--- config.mk ---
export PLATFORM = sky130hd
export DESIGN_NAME = counter_arbiter_flat
export DESIGN_NICKNAME = d
export VERILOG_FILES = /design/src/rtl/counter_arbiter_if.sv /design/src/rtl/counter_arbiter.sv /design/src/flat_wrapper.sv
export SDC_FILE = /design/constraint.sdc
export NUM_CORES = 1
export LEC_CHECK = 0
export ABC_AREA = 0
export ABC_CLOCK_PERIOD_IN_PS = 1950
export CAP_MARGIN = 20
export CORE_MARGIN = 2
export CORE_UTILIZATION = 34
export CTS_CLUSTER_DIAMETER = 50
export DETAILED_ROUTE_END_ITERATION = 10
export GPL_TIMING_DRIVEN = 0
export HOLD_SLACK_MARGIN = 0.1
export PLACE_DENSITY = 0.57
export RECOVER_POWER = 50
export SLEW_MARGIN = 20
export SYNTH_ARGS = -nofsm -noshare
export SYNTH_HDL_FRONTEND = slang
export SYNTH_SLANG_ARGS = --single-unit
--- constraint.sdc ---
create_clock -name clk -period 1.95 [get_ports clk]
set_input_delay 0.39 -clock clk [delete_from_list [all_inputs] [get_ports clk]]
set_output_delay 0.39 -clock clk [all_outputs]
set_load 0.1 [all_outputs]
--- src/rtl/counter_arbiter_if.sv ---
// Bus between the requesters and the shared counter arbiter.
// The requester side drives requests and terminal counts. The arbiter
// side returns grant, completion, busy and the running count.
interface counter_arbiter_if #(
  parameter int WIDTH = 4
);
  logic [1:0]       req;
  logic [WIDTH-1:0] limit0;
  logic [WIDTH-1:0] limit1;
  logic [1:0]       gnt;
  logic [1:0]       done;
  logic             busy;
  logic [WIDTH-1:0] q;

  modport master (
    output req, limit0, limit1,
    input  gnt, done, busy, q
  );

  modport slave (
    input  req, limit0, limit1,
    output gnt, done, busy, q
  );
endinterface

--- src/rtl/counter_arbiter.sv ---
// Round-robin arbiter that owns one up-counter shared by two requesters.
// The winner's terminal count is latched when the grant is issued. The count
// then runs from 0 to that limit while the grant is held, and a one-cycle DONE
// pulse is sent to the winner. If the owner drops its request mid-count, the
// count is aborted and no DONE is issued.
module counter_arbiter #(
  parameter int WIDTH = 4
) (
  input  logic         clk,
  input  logic         reset,
  counter_arbiter_if.slave bus
);

  typedef enum logic [1:0] {
    IDLE   = 2'd0,
    COUNT  = 2'd1,
    FINISH = 2'd2
  } state_t;

  state_t           state;
  logic [WIDTH-1:0] lim;
  logic [WIDTH-1:0] q_r;
  logic [1:0]       gnt_r;
  logic [1:0]       done_r;
  logic             busy_r;
  logic             own;    // index of the requester currently served
  logic             pri;    // requester that wins a simultaneous request
  logic             pick;   // winner if a grant happens this cycle

  // Choose the winner from the current request pattern.
  always_comb begin
    // NOTE: give every always_comb output a default first, so that a missed
    // branch cannot infer a latch.
    pick = 1'b0;
    case (bus.req)
      2'b01:   pick = 1'b0;
      2'b10:   pick = 1'b1;
      2'b11:   pick = pri;
      default: pick = 1'b0;
    endcase
  end

  // Arbitration and count sequencing. All outputs are registered.
  always_ff @(posedge clk) begin
    // NOTE: sequential state uses non-blocking assignments only, so that every
    // register in this block samples the values from before the edge.
    if (reset) begin
      state  <= IDLE;
      lim    <= '0;
      q_r    <= '0;
      gnt_r  <= 2'b00;
      done_r <= 2'b00;
      busy_r <= 1'b0;
      own    <= 1'b0;
      pri    <= 1'b0;
    end else begin
      case (state)
        IDLE: begin
          q_r   <= '0;
          gnt_r <= 2'b00;
          if (bus.req != 2'b00) begin
            own    <= pick;
            gnt_r  <= pick ? 2'b10 : 2'b01;
            lim    <= pick ? bus.limit1 : bus.limit0;
            busy_r <= 1'b1;
            state  <= COUNT;
          end
        end

        COUNT: begin
          if (!bus.req[own]) begin
            // An abort takes precedence over reaching the limit.
            gnt_r  <= 2'b00;
            q_r    <= '0;
            pri    <= ~own;
            busy_r <= 1'b0;
            state  <= IDLE;
          end else if (q_r != lim) begin
            q_r <= q_r + WIDTH'(1);
          end else begin
            // Q holds at the limit through the DONE cycle.
            gnt_r  <= 2'b00;
            done_r <= own ? 2'b10 : 2'b01;
            state  <= FINISH;
          end
        end

        FINISH: begin
          done_r <= 2'b00;
          q_r    <= '0;
          pri    <= ~own;
          busy_r <= 1'b0;
          state  <= IDLE;
        end

        default: begin
          state  <= IDLE;
          q_r    <= '0;
          gnt_r  <= 2'b00;
          done_r <= 2'b00;
          busy_r <= 1'b0;
        end
      endcase
    end
  end

  assign bus.gnt  = gnt_r;
  assign bus.done = done_r;
  assign bus.busy = busy_r;
  assign bus.q    = q_r;

endmodule

--- src/flat_wrapper.sv ---
// flat-port wrapper written by rule: the top's interface ports become plain ports
module counter_arbiter_flat 
#(
  parameter int WIDTH = 4
)
  (clk, reset, bus_req, bus_limit0, bus_limit1, bus_gnt, bus_done, bus_busy, bus_q);
  counter_arbiter_if #(.WIDTH(WIDTH)) bus_i ();
  input  logic clk;
  input  logic reset;
  input wire logic [$bits(bus_i.req)-1:0] bus_req;
  input wire logic [$bits(bus_i.limit0)-1:0] bus_limit0;
  input wire logic [$bits(bus_i.limit1)-1:0] bus_limit1;
  output wire logic [$bits(bus_i.gnt)-1:0] bus_gnt;
  output wire logic [$bits(bus_i.done)-1:0] bus_done;
  output wire logic [$bits(bus_i.busy)-1:0] bus_busy;
  output wire logic [$bits(bus_i.q)-1:0] bus_q;
  assign bus_i.req = bus_req;
  assign bus_i.limit0 = bus_limit0;
  assign bus_i.limit1 = bus_limit1;
  assign bus_gnt = bus_i.gnt;
  assign bus_done = bus_i.done;
  assign bus_busy = bus_i.busy;
  assign bus_q = bus_i.q;
  counter_arbiter #(.WIDTH(WIDTH)) u_core (.clk(clk), .reset(reset), .bus(bus_i));
endmodule
---- Word-level counts from Yosys, hierarchy flattened ----
Index checks and enable logic that the tools add are counted.
storage, ports and cells
  word-level logic and storage cells ...... 57
  flip-flop bits (word level) ............. 17
operators by class
  magnitude comparators ................... 1
  bitwise operators ....................... 5
  reductions and logical operators ........ 10
  add/sub/neg operators ................... 1
  mux-type cells .......................... 22
  equal/unequal tests ..................... 10
operators by type and width
  kind                                                                     number
  2-bit 2-to-1 mux                                                         10
  2-bit AND reduction                                                      5
  2-bit one-hot mux with 2 select lines                                    2
  2-bit equality test, second input constant                               3
  1-bit one-hot mux with 2 select lines                                    3
  2-bit one-hot mux with 3 select lines                                    1
  1-bit 2-to-1 mux                                                         5
  1-bit NOT                                                                5
  4-bit by 1-bit adder with 4-bit output, second input constant            1
  4-bit 2-to-1 mux                                                         1
  2-bit by 1-bit inequality test with 1-bit output, second input constant  2
  2-bit inequality test, second input constant                             2
  4-bit inequality test                                                    1
  2-bit nonzero test                                                       2
  3-bit inequality test, second input constant                             1
  3-bit AND reduction                                                      1
  3-bit OR reduction                                                       1
  2-bit by 1-bit equality test with 1-bit output, second input constant    1
  2-bit zero test                                                          1
  1-bit by 2-bit < comparator with 1-bit output, second input constant     1

---- Logic depth before layout (Yosys ltp) ----
Gate-level depths: netlist (run 1).
  word-level depth ........................ 5
  depth in mapped cells ................... 7
  gate-level depth less buffers ........... 6

---- Least setup slack after synthesis (run 1) ----
OpenSTA, ideal clock, no wires.
  kind .................................... reg-to-reg
  start ................................... register u_core.q_r[0] (netlist: u_core.bus.q[0])
  end ..................................... register u_core.done_r[1] (netlist: u_core.bus.done[1])
  setup time .............................. 134 ps
  slack ................................... -266 ps
  data arrival time ....................... 2082 ps
  buffers on the path ..................... 1
  stages on the path, launching flop included .. 6
  cell sequence ........................... dfxtp_1 -> xor2_1 -> or4_1 -> buf_2 -> a211oi_2 -> a211oi_1
on the way
  word-level cells in the longest chain between the ends .. 3
RTL lines
  item                             line                   text
  start, declared                  counter_arbiter.sv:22  logic [WIDTH-1:0] q_r;
  start signal, assigned           counter_arbiter.sv:79  q_r <= q_r + WIDTH'(1);
  4-bit inequality test            counter_arbiter.sv:78  end else if (q_r != lim) begin
  2-bit inequality test (no line)  n/a
  3-bit AND reduction (no line)    n/a
  end signal, assigned             counter_arbiter.sv:83  done_r <= own ? 2'b10 : 2'b01;
  end, declared                    counter_arbiter.sv:24  logic [1:0] done_r;
No other way between the ends.
A chain may end at the register's enable or synchronous reset.

---- Final worst setup path (run 1) ----
  start ................................... register u_core.gnt_r[1] (netlist: u_core.bus.gnt[1])
  end ..................................... output port bus_gnt[1]
RTL lines
  item                    line                   text
  start, declared         counter_arbiter.sv:23  logic [1:0] gnt_r;
  start signal, assigned  counter_arbiter.sv:63  gnt_r <= pick ? 2'b10 : 2'b01;
  end, declared           flat_wrapper.sv:13     output wire logic [$bits(bus_i.gnt)-1:0] bus_gnt;
No word-level cell between the ends.

==> run metrics, run 1 <==
Worst slew margin=0.368; via count=between 800 and 900; Worst Tran Pin Value=between 0.9 and 1 ns; clock sinks=17; Cell Pwr Density=940 mW/mm2; DR WL/cell=12.0 um; # nets final=~150; TNS Setup=0 ns; MaxCap Viol Count=0; core area=0.00248 mm2; nature of the critical path endpoint=primary output; # fillers=277; async set-reset flop share out of synthesis=0; multi-input logic area=around 500 um2; first-pass GRT wire length=3280 um; Finished Layout Cells=between 150 and 200; CP peak stage delay=0.86 ns; drt total wl=between 1500 and 2000 um; crit share post-route=0.971; most common cell in the netlist=dfxtp_1; count of final setup violators=0; CTS tree=yes; FMAX=0.528 GHz; cell family with most CP delay=buffers and inverters; Max IR drop VDD=around 500 uV; final number of max-transition violations=0; Post-synth top cells=dfxtp_1, nand2_1, nor2_1; via/cell ratio=just over 5; crit path buf inv count=1; WP data required=about 1.6 ns; register area=342 um2; postcts setup bufs=0; arrival time worst endpoint=roughly 1.5 ns; Tmin final=about 1.9 ns; H-tree Lvls=1; routability cong.=roughly 0.79; CP cell instances=dlygate4sd2_1; Die H=around 55 um; Net Switching=0.446 mW; die area=0.00306 mm2; Pleak=roughly 0.46 nW; Synth Net Count=around 120; CP Max Fanout=3; final count of hold timing violations=0; area added between synthesis and finish=27.6%; Sw Ratio=0.415; Synth area leader=dfxtp_1; register area share after synthesis=0.380; area share of the largest cell type after synthesis=0.380; Hold Buf Count CTS=0; crit path launch type=flip-flop; unrepaired setup endpoints after global routing=false; 1st-iter DRT viols=20; gr usage total=0.134; Top FF cell, synth=dfxtp_1; Reg clk slew, reported paths=0.09 ns; design internal power=0.627 mW; Starting Density=0.361; clock share of power=0.171; Hold Crit Class=reg2reg; GRT overflow=0; Gate power share=0.428; distinct cell type count after synthesis=32; Num CTS Buffers=3; Clock Latency Late Sink=around 0.28 ns; Post-synth EDFFs=0; Worst Setup Path Type=reg2out; vias in the first global route=a little over 700; initial antenna violation count=0; FP Rows=18; Port Buffers=20; Ys Warns=0; register share of total power=0.400; clock root cell=clkbuf_4; Placed Cells incl. Taps=156; Setup Skew=between 0.0015 and 0.002 ns; mean post-synth cell area=8.44 um2; ant diodes=0; DRC=0; Routed Antenna Nets=0; status=finished, final reports clean; First-pass DRT Iterations=3; Slowest-stage cell, CP=dlygate4sd2_1; hpwl dp=~1500 um; layout cell share with drive strength beyond 1=0.131; Top Ports=21; Mapped Area=just under 900 um2; top post-synthesis cells by area=dfxtp_1, nand2_1, ha_1, a311oi_1, nor2_1; Die W=about 55 um; Cells after Synth=between 100 and 150; FF+latch count, synth=17; largest net degree at the start of global routing=11; maximum clock path buffer count=2
metrics by stage:
step                      power, mW  setup slack [ns]  hold slack (ns)  area (um2)  utilization
final                          1.07            0.0558            0.501        1140        0.461
after global routing           1.16          0.000434            0.527        1140        0.461
after CTS                      1.08           0.00860            0.504        1150        0.466
after detailed placement      0.913           -0.0280            0.491        1140        0.459
after global placement        0.905           0.00924            0.483        1140        0.459
after floorplan               0.796            0.0893            0.459         900            -
logic make-up (layout without fill, tap and decap cells):
| logic type | count (synthesis) | in the layout | share of synthesized area |
|---|---|---|---|
| simple gates | 37 | 37 | 0.186 |
| compound gates | 30 | 30 | 0.243 |
| flops | 17 | 17 | 0.380 |
| buf+inv | 11 | 35 | 0.0615 |
| xor+xnor | 5 | 5 | 0.0489 |
| fa+ha+maj | 4 | 4 | 0.0559 |
| mux | 2 | 2 | 0.0238 |
final cells by class:
type,count,share of cell area
clock buffer,4,0.0230
buffer,5,0.0274
multi-input combinational,78,0.440
sequential,17,0.299
inverter,6,0.0197
timing repair buffer,20,0.158
tap,30,0.0329
cells in the final DEF, fill, tap and decap left out, drive strengths merged:
master and n:
nor2 11, o21ai 7, a211oi 4, buf 3, or3 2, a21oi 6
mux2i 1, dlygate4sd3 1, nand2 16, nand3 1, xor2 4, nand4 2
nor4 1, dfxtp 17, o2111ai 2, o21a 1, ha 4, clkbuf 9
a22oi 1, a2111oi 1, a311oi 5, inv 6, or4 1, xnor2 1
o221a 1, clkdlybuf4s50 10, and2 1, nor3 1, o211ai 2, and3 1
clkdlybuf4s15 2, mux2 1, dlygate4sd2 4
power by group through the flow:
stage                     logic [mW]  registers, mW  clock network [mW]
after floorplan                0.233          0.564                   0
after global placement         0.469          0.436                   0
after detailed placement       0.474          0.439                   0
after CTS                      0.462          0.430               0.192
after global routing           0.501          0.436               0.217
final                          0.460          0.430               0.184
final timing paths:
kind	start	end	slack (ns)	cells after the start
worst max-delay path	u_core.bus.gnt[1]	bus_gnt[1]	0.06	1
worst min register to register	u_core.bus.done[0]	u_core.bus.done[0]	0.50	2
worst min-delay path	u_core.bus.done[0]	u_core.bus.done[0]	0.50	2
worst max register to register	u_core.state[0]	u_core.lim[2]	0.31	7
layer usage:
layer,track usage,vias up,part of all wire
met5,0,-,0
met4,0.0209,0,0.0052
met3,0.0422,2,0.044
met2,0.204,16,0.45
met1,0.188,362,0.50
li1,-,433,-
what timing repair did:
action,in CTS,in global routing
hold endpoints to repair,0,0
resized for setup,10,8
setup endpoints to repair,9,8
sequential cells by signal, summed over array words and instances (netlist names):
register / count
u_core.bus.busy: 1
u_core.bus.q: 4
u_core.bus.done: 2
u_core.state: 2
u_core.own: 1
u_core.bus.gnt: 2
u_core.lim: 4
u_core.pri: 1
(Power assumes the default switching activity.)
==> run 2: changes to the inputs <==
==> constraint.sdc (replaced) <==
create_clock -name clk -period 1.95 [get_ports clk]
set_input_delay 0.39 -clock clk [delete_from_list [all_inputs] [get_ports clk]]
set_output_delay 0.39 -clock clk [all_outputs]
set_load 0.02 [all_outputs]
==> run 2 against run 1 <==
Against the previous run: register-to-register slack about the same; highest routed layer unchanged; clock power about the same; utilization increased by 0.81 points; critical endpoint is now bus_q[0]; sequential power about the same; hold slack improved by 0.0076 ns; largest cell class unchanged.
==> run metrics, run 2 (same netlist as run 1, synthesis figures left out) <==
crit path launch type=flip-flop; Routed Antenna Nets=0; Die H=between 50 and 60 um; FP Rows=18; CP peak stage delay=between 0.6 and 0.7 ns; Finished Cell Area=about 0.0012 mm2; layout cell share with drive strength beyond 1=0.108; First-pass DRT Iterations=4; 1st-iter DRT viols=9; final setup margin=0.179 ns; Hold Buf Count CTS=0; FMAX=0.565 GHz; DR WL/cell=roughly 12 um; initial antenna violation count=0; hpwl dp=approximately 1500 um; status=finished, final reports clean; CP cell instances=clkdlybuf4s50_1; Worst Tran Pin Value=0.599 ns; Clock Latency Late Sink=between 0.2 and 0.3 ns; post-placement setup slack=-0.0201 ns; count of final setup violators=0; nature of the critical path endpoint=primary output; crit share post-route=0.908; largest net degree at the start of global routing=11; gr usage total=0.138; final number of max-transition violations=0; Tmin final=1.77 ns; Top Ports=21; CP Max Fanout=5; die area=between 0.003 and 0.004 mm2; # nets final=between 100 and 150; Starting Density=0.361; WP data required=between 1.5 and 2 ns; final count of hold timing violations=0; DRC=0; CTS tree=yes; Placed Cells incl. Taps=between 150 and 200; commonest non-fill, non-tap cells in the layout=dfxtp_1, nand2_1, clkdlybuf4s50_1, nor2_1, o21ai_0; via/cell ratio=~5; Worst Setup Path Type=reg2out; clock sinks=17; most common cell after layout, fill and taps aside=dfxtp_1; Die W=roughly 55 um; # fillers=between 200 and 300; Worst slew margin=0.597; core area=~0.0025 mm2; Hold Crit Class=reg2reg; total power=between 0.9 and 1 mW; Reg clk slew, reported paths=approximately 0.1 ns; Setup Skew=approximately 0.0058 ns; via count=between 800 and 900; routability cong.=about 0.8; drt total wl=1940 um; Pleak=about 0.45 nW; Slowest-stage cell, CP=clkdlybuf4s50_1; post-layout util=0.469; first-pass GRT wire length=between 3000 and 4000 um; crit path buf inv count=1; Port Buffers=20; unrepaired setup endpoints after global routing=false; maximum clock path buffer count=2; Cell Pwr Density=between 800 and 900 mW/mm2; Finished Layout Cells=160; worst hold slack=a little over 0.5 ns; area added between synthesis and finish=29.8%; GRT overflow=0; clock root cell=clkbuf_4; TNS Setup=0 ns; arrival time worst endpoint=1.38 ns; vias in the first global route=just over 700; Max IR drop VDD=386 uV; placed cell area=between 0.001 and 0.0015 mm2; Num CTS Buffers=3; cell family with most CP delay=buffers and inverters; H-tree Lvls=1; MaxCap Viol Count=0; ant diodes=0
-- run 2: changes by cell type in the layout (fill, tap and decap cells not counted), sizes merged --
cell | previous run | this run
dlygate4sd2 | 4 | 0
buf | 3 | 4
dlygate4sd3 | 1 | 5
clkbuf | 9 | 5
clkdlybuf4s15 | 2 | 0
clkdlybuf4s50 | 10 | 15
-- run 2: area by class of cell --
class | instances | area, um2 | area share
Sequential cell | 17 | 340 | 0.293
Buffer | 5 | 32.5 | 0.0280
Inverter | 6 | 22.5 | 0.0194
Tap cell | 30 | 37.5 | 0.0323
Multi-Input combinational cell | 78 | 502 | 0.432
Clock buffer | 4 | 26.3 | 0.0226
Timing Repair Buffer | 20 | 200 | 0.172
-- run 2: path summary, 6_finish.rpt --
| kind | cells after the start | slack (ns) | to | startpoint |
|---|---|---|---|---|
| worst max-delay path | 1 | 0.18 | bus_q[0] | u_core.bus.q[0] |
| worst min register to register | 2 | 0.51 | u_core.bus.done[0] | u_core.bus.done[0] |
| worst min-delay path | 2 | 0.51 | u_core.bus.done[0] | u_core.bus.done[0] |
| worst max register to register | 7 | 0.32 | u_core.lim[3] | u_core.state[0] |
-- run 2: power breakdown --
group          switching [mW]  internal, mW
combinational           0.191         0.163
sequential             0.0356         0.394
clock                   0.106        0.0794
-- run 2: per-layer routing --
layer,vias to the layer above,GRT usage,share of wire,wire length (um)
met5,-,0,0,0
met3,2,0.0281,0.039,76
met2,16,0.216,0.47,914
met1,354,0.181,0.48,929
li1,433,-,-,-
met4,0,0.0627,0.0077,15
-- run 2: what timing repair did --
item                                    4_1_cts  5_1_grt
endpoints found under the hold margin         0        0
buffers inserted                              0        0
gates resized for setup                       0        1
endpoints found under the setup margin        0        3
==> run 3: changes to the inputs <==
--- a/config.mk
+++ b/config.mk
@@ -6,7 +6,7 @@
 export NUM_CORES = 1
 export LEC_CHECK = 0
 export ABC_AREA = 0
-export ABC_CLOCK_PERIOD_IN_PS = 1950
+export ABC_CLOCK_PERIOD_IN_PS = 2280
 export CAP_MARGIN = 20
 export CORE_MARGIN = 2
 export CORE_UTILIZATION = 34
==> constraint.sdc (replaced) <==
create_clock -name clk -period 2.28 [get_ports clk]
set_input_delay 0.456 -clock clk [delete_from_list [all_inputs] [get_ports clk]]
set_output_delay 0.456 -clock clk [all_outputs]
set_load 0.02 [all_outputs]
==> run 3 against run 2 <==
Against the previous run: sequential share of layout area is 0.29 points higher; via count grew 1.1%; utilization decreased by 0.45 points.
==> run metrics, run 3 (same netlist as run 1, synthesis figures left out) <==
WP depth=1; Resized Gates After CTS=0; final number of max-transition violations=0; CP peak stage delay=about 0.65 ns; worst reg-to-reg path cell count=5; final count of hold timing violations=0; Die W=55.3 um; CTS tree=yes; MaxCap Viol Count=0; CP cell instances=clkdlybuf4s50_1; postcts setup bufs=0; # nets final=around 150; core area=between 0.002 and 0.0025 mm2; crit path launch type=flip-flop; Top Ports=21; drt total wl=between 1500 and 2000 um; clock sinks=17; Num CTS Buffers=3; vias in the first global route=between 700 and 800; Tmin final=1.84 ns; gr usage total=0.138; # fillers=between 200 and 300; cell family with most CP delay=buffers and inverters; first-pass GRT wire length=approximately 3300 um; TNS Setup=0 ns; via/cell ratio=between 5 and 6; clock root cell=clkbuf_4; ant diodes=0; Max IR drop VDD=312 uV; Port Buffers=20; CP Max Fanout=5; largest net degree at the start of global routing=11; count of final setup violators=0; WP data required=between 1.5 and 2 ns; nature of the critical path endpoint=primary output; Routed Antenna Nets=0; maximum clock path buffer count=2; Worst Tran Pin Value=between 0.5 and 0.6 ns; hold path depth=2; via count=between 800 and 900; Worst Setup Path Type=reg2out; status=finished, final reports clean; First-pass DRT Iterations=4; crit path buf inv count=1; Reg clk slew, reported paths=around 0.090 ns; DR WL/cell=roughly 12 um; Hold Buf Count CTS=0; routability cong.=roughly 0.8; Slowest-stage cell, CP=clkdlybuf4s50_1; Setup Skew=around 0.007 ns; commonest non-fill, non-tap cells in the layout=clkdlybuf4s50_1, dfxtp_1, nand2_1, nor2_1, o21ai_0; GRT overflow=0; Cell Pwr Density=713 mW/mm2; area added between synthesis and finish=28.5%; 1st-iter DRT viols=9; unrepaired setup endpoints after global routing=false; post-layout util=0.464; DRC=0; Hold Crit Class=reg2reg; Die H=between 50 and 60 um; die area=between 0.003 and 0.004 mm2; Clock Latency Late Sink=slightly below 0.3 ns; initial antenna violation count=0; Worst slew margin=0.603; Starting Density=0.361; layout cell share with drive strength beyond 1=0.0846; arrival time worst endpoint=roughly 1.4 ns; FP Rows=18; H-tree Lvls=1; crit share post-route=0.808; hpwl dp=1490 um; Pleak=0.439 nW; FMAX=between 0.5 and 0.6 GHz
==> run 3: cell count changes in the layout (fill, tap and decap cells not counted), sizes merged <==
cell,before,now
buf,4,2
clkbuf,5,7
clkdlybuf4s50,15,17
dlygate4sd3,5,3
==> run 3: metal layers <==
metal	vias to the layer above	track usage	routed length, um
met3	2	0.0281	70
met2	15	0.216	899
met1	365	0.181	938
li1	432	-	-
met5	-	0	0
met4	0	0.0627	15
==> run 3: power by group <==
part,internal [mW],switching [mW],total (mW)
Clock,0.0680,0.0928,0.161
Sequential,0.337,0.0306,0.367
Combinational,0.130,0.162,0.292
==> run 3: cell type report <==
cell class / count / area [um2] / area share
timing repair buffer: 20 / 200 / 0.174
sequential: 17 / 340 / 0.296
clock buffer: 4 / 26.3 / 0.0229
tap: 30 / 37.5 / 0.0326
buffer: 5 / 23.8 / 0.0207
inverter: 6 / 22.5 / 0.0196
multi-input combinational: 78 / 499 / 0.434
==> run 3: stage by stage <==
step | cells | cell area (um2) | hold WS, ns | power (mW) | worst slack [ns]
finish | 160 | 1150 | 0.511 | 0.820 | 0.439
global route | 160 | 1150 | 0.531 | 0.883 | 0.292
CTS | 160 | 1160 | 0.516 | 0.845 | 0.412
detailed placement | 156 | 1130 | 0.500 | 0.683 | 0.244
global placement | 156 | 1130 | 0.486 | 0.680 | 0.279
floorplan | 106 | 895 | 0.487 | 0.586 | 0.644
==> run 3: final timing paths <==
path | from | to | slack (ns)
worst max-delay path | u_core.bus.q[0] | bus_q[0] | 0.44
worst min-delay path | u_core.bus.gnt[0] | u_core.bus.gnt[0] | 0.51
worst max register to register | u_core.bus.q[0] | u_core.state[0] | 0.51
worst min register to register | u_core.bus.gnt[0] | u_core.bus.gnt[0] | 0.51
==> run 3: worst min-delay path: stages, from the launching register on <==
cell and delay [ns]:
dfxtp_1 0.33, nand2_1 0.06, o211ai_1 0.07
==> RTL change (config.mk and constraints of run 2) <==
`WIDTH` is set to 4 in 3 places; all go to 6.
--- a/src/rtl/counter_arbiter_if.sv
+++ b/src/rtl/counter_arbiter_if.sv
@@ -2,7 +2,7 @@
 // The requester side drives requests and terminal counts. The arbiter
 // side returns grant, completion, busy and the running count.
 interface counter_arbiter_if #(
-  parameter int WIDTH = 4
+  parameter int WIDTH = 6
 );
   logic [1:0]       req;
   logic [WIDTH-1:0] limit0;
--- a/src/rtl/counter_arbiter.sv
+++ b/src/rtl/counter_arbiter.sv
@@ -4,7 +4,7 @@
 // pulse is sent to the winner. If the owner drops its request mid-count, the
 // count is aborted and no DONE is issued.
 module counter_arbiter #(
-  parameter int WIDTH = 4
+  parameter int WIDTH = 6
 ) (
   input  logic         clk,
   input  logic         reset,
--- a/src/flat_wrapper.sv
+++ b/src/flat_wrapper.sv
@@ -1,7 +1,7 @@
 // flat-port wrapper written by rule: the top's interface ports become plain ports
 module counter_arbiter_flat 
 #(
-  parameter int WIDTH = 4
+  parameter int WIDTH = 6
 )
   (clk, reset, bus_req, bus_limit0, bus_limit1, bus_gnt, bus_done, bus_busy, bus_q);
   counter_arbiter_if #(.WIDTH(WIDTH)) bus_i ();
Interface: changed (resized bus_limit0, bus_limit1 and bus_q); port bits go from 21 to 27. The function was not compared with the original's and may differ.
==> RTL change against run 2 <==
Clock power is 14% higher. Critical endpoint unchanged. Worst setup slack got worse by 0.029 ns. Routed wire length is 17% higher. Critical path type unchanged. Sequential share of layout area increased by 0.060 points. Register-to-register slack got worse by 0.09 ns. Sequential cell count up 4. Total power shrank 3.8%. Cell count grew 23%. Fmax decreased by 1.6%. Critical path depth stayed put. Final area up 23%. Synthesized area is 22% higher.
==> RTL change: results <==
metrics = {
    "cells_and_area": {
        "drive_gt1_share_pct": 10.5,
        "antenna_cells": 0,
        "fin_nets": 171,
        "finalNonFillerCells": 197,
        "fill_cells": 324,
    },
    "synth": {
        "synthXorXnorAreaFrac_pct": 4.80,
        "synth_top_family_by_area": "simple AND/OR/NAND/NOR gates",
        "yosysSeqAreaShare_pct": 38.4,
        "async_flop_share_pct": 0,
        "synthAdderAreaFrac_pct": 1.14,
        "synth.area.top_cells": "dfxtp_1 38%, mux2i_1 11%, a211oi_1 5.5%, xor2_1 4.8%, nand2_1 4.5%",
        "avgSynthCellArea_sq_um": 8.90,
        "syn-num-nets": 140,
        "synthTopCellsByCount": "21 x dfxtp_1, 13 x nand2_1, 12 x mux2i_1, 12 x nor2_1, 8 x a211oi_1",
        "ys_types": 31,
        "synth.mux.area_fraction_pct": 12.0,
        "synth_warnings": 0,
        "synth_compound_area_share_pct": 18.5,
    },
    "run": {
        "drv_cap": 0,
    },
    "power_and_ir_drop": {
        "p_int_mw": 0.648,
        "p_leak_nw": 0.575,
        "ir_worst_vdd_uv": 346,
    },
    "sta": {
        "skew_ns": 0.00692,
        "worst_pin_slew_ns": 0.525,
        "hold_viol_final": 0,
    },
    "setup_path": {
        "r2r-end": "u_core.bus.gnt[1]",
        "worstPathMaxFanout": 6,
        "reg2reg_from": "u_core.bus.q[2]",
        "r2r_slack_ns": 0.23,
        "worstRegToRegCells": 4,
        "slowest_delay_ns": 0.64,
        "cpLargestDelayFamily": "buffers and inverters",
        "worst_path_max_delay_cell": "clkdlybuf4s50_1",
    },
    "clock_network": {
        "ctsResizeCount": 0,
        "clk_pin_slew_worst_paths_ns": 0.12,
        "clk-insertion-delay-late_ns": 0.30,
        "post_cts_buffers": 0,
        "cts_max_level": 1,
    },
    "hold_path": {
        "min_from": "u_core.bus.done[1]",
        "worstHoldEndpoint": "u_core.bus.done[1]",
        "hold_path.class": "reg2reg",
    },
    "placement": {
        "placed_cells": 193,
        "dpl.hpwl_microns": 1820,
        "place.gp.congestion": 0.742,
        "placement.io_buffers": 26,
        "placed_area_sq_um": 1410,
    },
    "routing": {
        "drt_iter0_drc": 33,
        "vias": 944,
        "ant_nets": 0,
        "routedWlPerCell_microns": 11.5,
    },
    "global_routing": {
        "grt_pass1_wl_microns": 3920,
        "grt_start_max_net_pins": 13,
        "first_global_vias": 889,
        "grt_antenna_before_repair": 0,
        "grtUsageTotal_pct": 14.3,
    },
    "outcome": {
        "status": "finished clean",
    },
}
==> RTL change: cell types whose count changed in the layout (fill, tap and decap cells not counted), moves of 3 or more <==
cell / delta
nand2_1: -3
mux2i_1: +11
o21ai_0: -4
nand3_1: +3
a211oi_1: +5
clkdlybuf4s50_1: +8
dfxtp_1: +4
a311oi_1: -5
nand2b_1: +5
ha_1: -3
==> RTL change: power groups by stage <==
stage	Clock [mW]	Sequential [mW]	Combinational, mW
2_1_floorplan	0	0.494	0.158
3_3_place_gp	0	0.488	0.241
3_5_place_dp	0	0.491	0.245
4_1_cts	0.224	0.481	0.246
5_1_grt	0.237	0.486	0.264
6_report	0.211	0.481	0.239
==> RTL change: worst max-delay path by stage <==
stage	start	to	slack (ns)
after floorplan	u_core.bus.q[2]	u_core.bus.gnt[1]	0.36
after global placement	bus_req[1]	u_core.lim[5]	0.001
after detailed placement	bus_req[0]	u_core.lim[3]	-0.07
after CTS	u_core.bus.q[0]	bus_q[0]	0.11
after global routing	bus_req[0]	u_core.lim[3]	0.05
final	u_core.bus.q[0]	bus_q[0]	0.15
==> RTL change: layout make-up <==
class,instances,area [sq um],area share [%]
plain buffers,5,21.3,1.49
clock buffers,3,22.5,1.57
clock inverters,1,5.00,0.350
inverters,5,18.8,1.31
multi-input cells,92,628,43.9
flip-flops and latches,21,420,29.4
well taps,44,55.1,3.85
repair buffers,26,260,18.2
==> RTL change: stage by stage <==
step	setup slack [ns]	hold slack, ns	power (mW)
finish	0.150	0.472	0.932
global route	0.0543	0.501	0.988
CTS	0.110	0.486	0.952
detailed placement	-0.0749	0.468	0.737
global placement	0.00110	0.451	0.730
floorplan	0.357	0.477	0.653
==> RTL change: per-layer routing <==
metal  track usage [%]  share of wire (%)  up-vias
met5                 0                  0        -
met1              18.2                 49      427
met4              6.52                1.2        0
li1                  -                  -      498
met3              2.56                3.1        2
met2              23.5                 47       17
==> RTL change: cell families after synthesis <==
kind of cell / Yosys count
adder cells (fa/ha/maj): 1
flip-flops: 21
buffers and inverters: 10
AND/OR/NAND/NOR: 44
AO/OA/AOI/OAI: 28
XOR/XNOR: 6
multiplexers: 13
